--- config.mk ---
export PLATFORM = sky130hd
export DESIGN_NAME = regfile_write_arbiter
export DESIGN_NICKNAME = d
export VERILOG_FILES = /design/src/rtl/regfile_write_arbiter.sv
export SDC_FILE = /design/constraint.sdc
export NUM_CORES = 1
export LEC_CHECK = 0
export BUFFER_PORTS_ARGS = -buffer_cell sky130_fd_sc_hd__buf_2
export CORE_UTILIZATION = 30
export DETAILED_ROUTE_END_ITERATION = 10
export GPL_TIMING_DRIVEN = 0
export PLACE_DENSITY = 0.56
export SYNTH_ARGS = -nofsm -noshare
export SYNTH_HDL_FRONTEND = slang
export SYNTH_SLANG_ARGS = --single-unit
export TNS_END_PERCENT = 20
--- constraint.sdc ---
create_clock -name clock -period 2.56 [get_ports clock]
set_input_delay 0.384 -clock clock [delete_from_list [all_inputs] [get_ports clock]]
set_output_delay 0.384 -clock clock [all_outputs]
set_load 0.01 [all_outputs]
--- src/rtl/regfile_write_arbiter.sv ---
// -----------------------------------------------------------------------------
// RegfileWriteArbiter (module regfile_write_arbiter)
//
// Purpose:
//   Owns the write side of a NUM_REGS x DATA_W register bank built from
//   register_32 instances. Two requesters share the bank:
//     requester 0 : pipeline writeback
//     requester 1 : multiply/divide unit
//   Accepted writes are turned into a registered one-hot enable plus a shared
//   data bus one cycle after the accepting edge. After reset, and whenever
//   flush is raised, every register is zero-filled, one register per cycle.
//   Register 0 is never enabled by a requester write, so MIPS $zero stays 0.
//
// Ports:
//   clock         system clock, rising edge active
//   clear_        synchronous active-low reset
//   flush         start / restart the zero-fill sequence
//   req0/addr0/data0, ack0   requester 0 handshake (ack is combinational)
//   req1/addr1/data1, ack1   requester 1 handshake (ack is combinational)
//   write_enable  one-hot (or zero) per-register enable, to register_32 enable
//   write_data    shared data bus, to register_32 parallel_in
//   busy          zero-fill in progress, no acks are issued
//   addr_err      one-cycle pulse in the strobe slot of an out-of-range write
//
// Configuration:
//   REGFILE_ARB_FIXED_PRI_EN  defined   -> requester 0 always wins a conflict
//                             undefined -> round-robin between requesters
// -----------------------------------------------------------------------------
module regfile_write_arbiter #(
  parameter int NUM_REGS = 32,
  parameter int ADDR_W   = 5,
  parameter int DATA_W   = 32
) (
  input  logic                clock,
  input  logic                clear_,
  input  logic                flush,
  input  logic                req0,
  input  logic [ADDR_W-1:0]   addr0,
  input  logic [DATA_W-1:0]   data0,
  output logic                ack0,
  input  logic                req1,
  input  logic [ADDR_W-1:0]   addr1,
  input  logic [DATA_W-1:0]   data1,
  output logic                ack1,
  output logic [NUM_REGS-1:0] write_enable,
  output logic [DATA_W-1:0]   write_data,
  output logic                busy,
  output logic                addr_err
);

  typedef enum logic {
    FLUSH,
    RUN
  } stateT;

  localparam logic [ADDR_W-1:0]   LAST_IDX     = ADDR_W'(NUM_REGS - 1);
  localparam logic [ADDR_W:0]     NUM_REGS_EXT = (ADDR_W+1)'(NUM_REGS);
  localparam logic [NUM_REGS-1:0] ONE_HOT_LSB  = NUM_REGS'(1);

  stateT               r_state;
  stateT               w_nextState;
  logic [ADDR_W-1:0]   r_count;
  logic [NUM_REGS-1:0] r_writeEnable;
  logic [DATA_W-1:0]   r_writeData;
  logic                r_addrErr;

  logic                w_accept;
  logic                w_pick1;
  logic                w_grant;
  logic [ADDR_W-1:0]   w_addr;
  logic [DATA_W-1:0]   w_data;
  logic                w_addrOutOfRange;
  logic                w_addrWritable;
  logic [NUM_REGS-1:0] w_addrOneHot;
  logic [NUM_REGS-1:0] w_countOneHot;

  // State register: reset always lands in FLUSH so the bank is zero-filled
  // before any requester is served.
  always_ff @(posedge clock) begin
    if (!clear_) begin
      r_state <= FLUSH;
    end else begin
      r_state <= w_nextState;
    end
  end

  // Next-state logic: FLUSH leaves only once the last index has been issued
  // without a restart pending; a flush request in RUN always wins over writes.
  always_comb begin
    w_nextState = r_state;
    case (r_state)
      FLUSH: begin
        if (!flush && (r_count == LAST_IDX)) begin
          w_nextState = RUN;
        end
      end
      RUN: begin
        if (flush) begin
          w_nextState = FLUSH;
        end
      end
      default: w_nextState = FLUSH;
    endcase
  end

  // Output logic: acks are only offered in RUN when no flush is requested,
  // and at most one of them is high because w_pick1 selects a single winner.
  always_comb begin
    busy     = (r_state == FLUSH);
    w_accept = (r_state == RUN) && !flush;
    ack0     = w_accept && req0 && !w_pick1;
    ack1     = w_accept && w_pick1;
  end

`ifdef REGFILE_ARB_FIXED_PRI_EN
  // Fixed priority: requester 1 is picked only when requester 0 is idle,
  // so it can starve under continuous writeback traffic.
  always_comb begin
    w_pick1 = req1 && !req0;
  end
`else
  logic r_lastGrant;

  // Remember who won the most recent grant. Starting at 1 makes requester 0
  // the winner of the first conflict after reset.
  always_ff @(posedge clock) begin
    if (!clear_) begin
      r_lastGrant <= 1'b1;
    end else if (w_grant) begin
      r_lastGrant <= ack1;
    end
  end

  // Round-robin: requester 1 wins when it is alone, or when both request
  // and requester 0 took the previous grant.
  always_comb begin
    w_pick1 = req1 && (!req0 || !r_lastGrant);
  end
`endif

  // Winner's address/data selection and decode. Address 0 and addresses
  // past the bank are accepted but never produce an enable bit.
  always_comb begin
    w_grant          = ack0 || ack1;
    w_addr           = w_pick1 ? addr1 : addr0;
    w_data           = w_pick1 ? data1 : data0;
    w_addrOutOfRange = ({1'b0, w_addr} >= NUM_REGS_EXT);
    w_addrWritable   = (w_addr != '0) && !w_addrOutOfRange;
    w_addrOneHot     = ONE_HOT_LSB << w_addr;
    w_countOneHot    = ONE_HOT_LSB << r_count;
  end

  // Zero-fill counter: any flush request rewinds it to index 0, and it only
  // advances while the zero walk is running.
  always_ff @(posedge clock) begin
    if (!clear_) begin
      r_count <= '0;
    end else if (flush) begin
      r_count <= '0;
    end else if (r_state == FLUSH) begin
      r_count <= r_count + ADDR_W'(1);
    end
  end

  // Write strobe pipeline: everything presented to the bank is registered,
  // so a strobe appears exactly one cycle after the accepting edge. During
  // the walk the data bus is forced to zero; the cycle in which a restart is
  // requested issues no enable. Idle RUN cycles drop the enable but keep the
  // last data value on the bus.
  always_ff @(posedge clock) begin
    if (!clear_) begin
      r_writeEnable <= '0;
      r_writeData   <= '0;
      r_addrErr     <= 1'b0;
    end else if (r_state == FLUSH) begin
      r_writeData   <= '0;
      r_addrErr     <= 1'b0;
      r_writeEnable <= flush ? '0 : w_countOneHot;
    end else if (w_grant) begin
      r_writeData   <= w_data;
      r_writeEnable <= w_addrWritable ? w_addrOneHot : '0;
      r_addrErr     <= w_addrOutOfRange;
    end else begin
      r_writeEnable <= '0;
      r_addrErr     <= 1'b0;
    end
  end

  // Drive the bank-facing outputs straight from their registers.
  always_comb begin
    write_enable = r_writeEnable;
    write_data   = r_writeData;
    addr_err     = r_addrErr;
  end

endmodule

### Word-level counts from Yosys, hierarchy flattened

Index checks and enable logic that the tools add are counted.

* $add $sub $neg: 1
* mux-type cells: 9
* bitwise logic cells: 2
* reduce and logical (&&, ||, !) cells: 15
* shift-type cells: 2
* equal/unequal tests: 1

Operators by type and width (count)
* $mux 32: 5
* $shl 1x5->32 const A: 2
* $logic_and 1x1->1: 6
* $add 5x1->5 const B: 1
* $eq 5x5->1 const B: 1
* $mux 5: 1
* $reduce_bool 5->1: 1
* $logic_not 1->1: 4
* $logic_or 1x1->1: 2
* $mux 1: 2
* $not 1->1: 2
* $pmux 1 s2: 1
* $reduce_and 2->1: 1
* $reduce_or 2->1: 1

* logic and storage cells: 35
* input port bits: 79
* register bits: 71
* output and inout bits: 68

### Longest topological paths before layout

* word-level depth: 8
* mapped depth: 6
* gate-level depth less buffers: 5

### Worst setup path after synthesis

OpenSTA, ideal clock, no wires.

* path kind: in2out
* start: input port req1
* end: output port ack0
* slack: 943 ps
* arrival: 1233 ps
* data required time: 2176 ps
* path buffers: 3
* stages on the path: 5
* cells stage by stage: a21bo_1 > buf_2 > buf_4 > buf_4 > and3_2

* longest elaborated chain between the ends: 3

RTL lines
* start: declaration: line 41 `input logic req1,`
* $logic_and 1x1->1: line 137 `w_pick1 = req1 && (!req0 || !r_lastGrant);`
* $logic_not 1->1: line 111 `ack0 = w_accept && req0 && !w_pick1;`
* $logic_and 1x1->1: line 111
* end: declaration: line 40 `output logic ack0,`

Every way passes these cells.

### Final worst setup path

* start: register r_lastGrant
* end: output port ack0

* longest elaborated chain between the ends: 5

RTL lines
* start: declaration: line 122 `logic r_lastGrant;`
* start signal: assignment: line 130 `r_lastGrant <= ack1;`
* $logic_not 1->1: line 137
* $logic_or 1x1->1: line 137
* $logic_and 1x1->1: line 137
* $logic_not 1->1: line 111
* $logic_and 1x1->1: line 111

Every way passes these cells.

==> reports/metrics.yaml <==
p_per_area_nw_per_um2: 493
synth.net_count: 456
cts-resized-gates: 0
drtIter0Drc: 116
via_count: 3247
critPathMaxFanout: 10
multi_input_area_sq_um: 1590
grt_overflow: 0
syn_to_final_growth_pct: 33.4
setup_viol: 0
async_flop_share: 0
gp_congestion: 0.888
dieArea_sq_um: 11000
status: "finished, final reports clean"
die_w_um: 105
synthCells: 370
grt_pass1_vias: 2970
cts_buffer_depth: 2
final_nets: 611
numCtsBuffers: 9
synth.distinct_cells: 46
cts_tree: "done"
period_share: 0.842
initial_core_util: 0.309
max_clock_freq_mhz: 464
yosys_warnings: 0
postCtsSetupBuffers: 0
final_util: 0.412
whs_ps: 289
antenna_found_initial: 0
diodes: 0
endpoint_kind: "output pin"
yosys_most_used_dff: "dfxtp_1"
syn_area_sq_um: 3190
fill_cells: 1073
grt_max_degree: 14
insertion_delay_ps: 350
max_cap_viol_count: 0
cp.required_ps: 2180
worst_hold_path_type: "in -> reg"
wl_per_cell_um: 14.3
drc: 0
core-area_sq_um: 10300
placementRows: 37
worstSetupPathType: "reg -> out"
dr.pass1.iters: 4
final-seq-area_sq_um: 1420
cts_hold_buffers: 0
worst_pin_slew_ps: 731
io_pins: 147
tns_ps: 0
track_usage: 0.174
synth-edff-count: 0
routed_via_density: 4.88
final_antenna_net_count: 0
maxSlewHeadroom: 0.508
synth_seq_cells: 71
grt_setup_unrepaired: "no"
arrival_ps: 1770
clockRootBuffer: "clkbuf_8"
period_needed_ps: 2150
die_h_um: 105
dp_hpwl_um: 7350
grt_pass1_wl_um: 15100
h-tree-depth: 3
cp-start-kind: "flip-flop"
fin_worst_skew_ps: 4.24
p_leak_nw: 1.87
yosysSeqAreaShare: 0.446
port_buffers: 144
drive_above_1_share: 0.357
ir_drop_uv: 231
avgSynthCellArea_sq_um: 8.61
clock-sinks: 71
postRouteWirelength_um: 9560
clk_pin_slew_ps: 80
drv_slew: 0
timing.final.hold_violations: 0
## area by class of cell
cell class,count,share of cell area
buffer,24,0.0374
inverter,5,0.00442
clock buffer,9,0.0292
timing repair buffer,144,0.170
tap,136,0.0400
multi-input combinational,270,0.373
clock inverter,7,0.0115
sequential,71,0.335
## registers in the layout, indices dropped and copies added (netlist names)
register      count
r_count           5
write_enable     32
r_lastGrant       1
r_state           1
write_data       32
## per-layer routing
metal | wire, um | up-vias | GRT usage
met3 | 644 | 6 | 0.0499
met1 | 4460 | 1480 | 0.231
li1 | - | 1637 | -
met5 | 0 | - | 0
met4 | 63 | 0 | 0.0573
met2 | 4390 | 124 | 0.271
## synthesized netlist by cell type, types with 5 or more instances
library cell  instances  share of area
nand2_1              80          0.094
o22ai_1              14          0.027
buf_2                 5         0.0079
a22o_1                8          0.022
nor3_1                5         0.0079
buf_4                 8          0.019
ha_1                  7          0.027
a311oi_1             32          0.088
o21a_1                5          0.012
clkbuf_1              7         0.0082
o21ai_1              13          0.020
inv_1                 5         0.0059
dfxtp_1              71           0.45
nor2_1               47          0.055
## worst paths after layout
kind	slack [ps]	cells after the start	from	to
setup / recovery	410	6	r_lastGrant	ack0
setup reg to reg	860	5	r_lastGrant	write_enable[19]
hold / removal	290	3	data1[20]	write_data[20]
hold reg to reg	500	2	write_data[4]	write_data[4]
## cells in the final DEF, fill, tap and decap left out, types with 5 or more instances in the layout
cell type  instances
a22o_1             8
a311oi_1          32
buf_2            149
buf_4              8
clkbuf_1           7
clkbuf_8          10
dfxtp_1           71
ha_1               7
inv_1              5
nand2_1           80
nor2_1            47
nor3_1             5
o21a_1             5
o21ai_1           13
o22ai_1           14
## logic make-up after synthesis
| kind of cell | count (synthesis) | synth area share |
|---|---|---|
| AO/OA/AOI/OAI | 86 | 0.205 |
| XOR/XNOR | 2 | 0.00550 |
| adder cells (fa/ha/maj) | 7 | 0.0275 |
| buffers and inverters | 29 | 0.0558 |
| flip-flops | 71 | 0.446 |
| multiplexers | 2 | 0.00628 |
| other | 1 | 0.00118 |
| AND/OR/NAND/NOR | 172 | 0.253 |
## worst max-delay path, stage by stage, from the launching register on
cell     delay, ps
dfxtp_1        380
a21bo_1        120
buf_2          210
buf_4          220
buf_4          190
and3_2         180
buf_2          130
## metrics by stage
step / instances / worst slack (ps) / area, sq um / total power, mW
finish: 666 / 405 / 4250 / 2.09
CTS: 666 / 375 / 4250 / 2.11
detailed placement: 650 / 571 / 4080 / 1.33
global placement: 650 / 573 / 4080 / 1.32
floorplan: 370 / 943 / 3190 / 1.23
global route: 666 / 238 / 4250 / 2.20
## report_power, final
group,total (mW),leakage (nW),internal (mW),switching [mW]
sequential,1.11,0.572,1.11,0.00273
combinational,0.194,1.23,0.0885,0.106
clock,0.790,0.0776,0.350,0.439
Power figures use the tool's default switching activity.
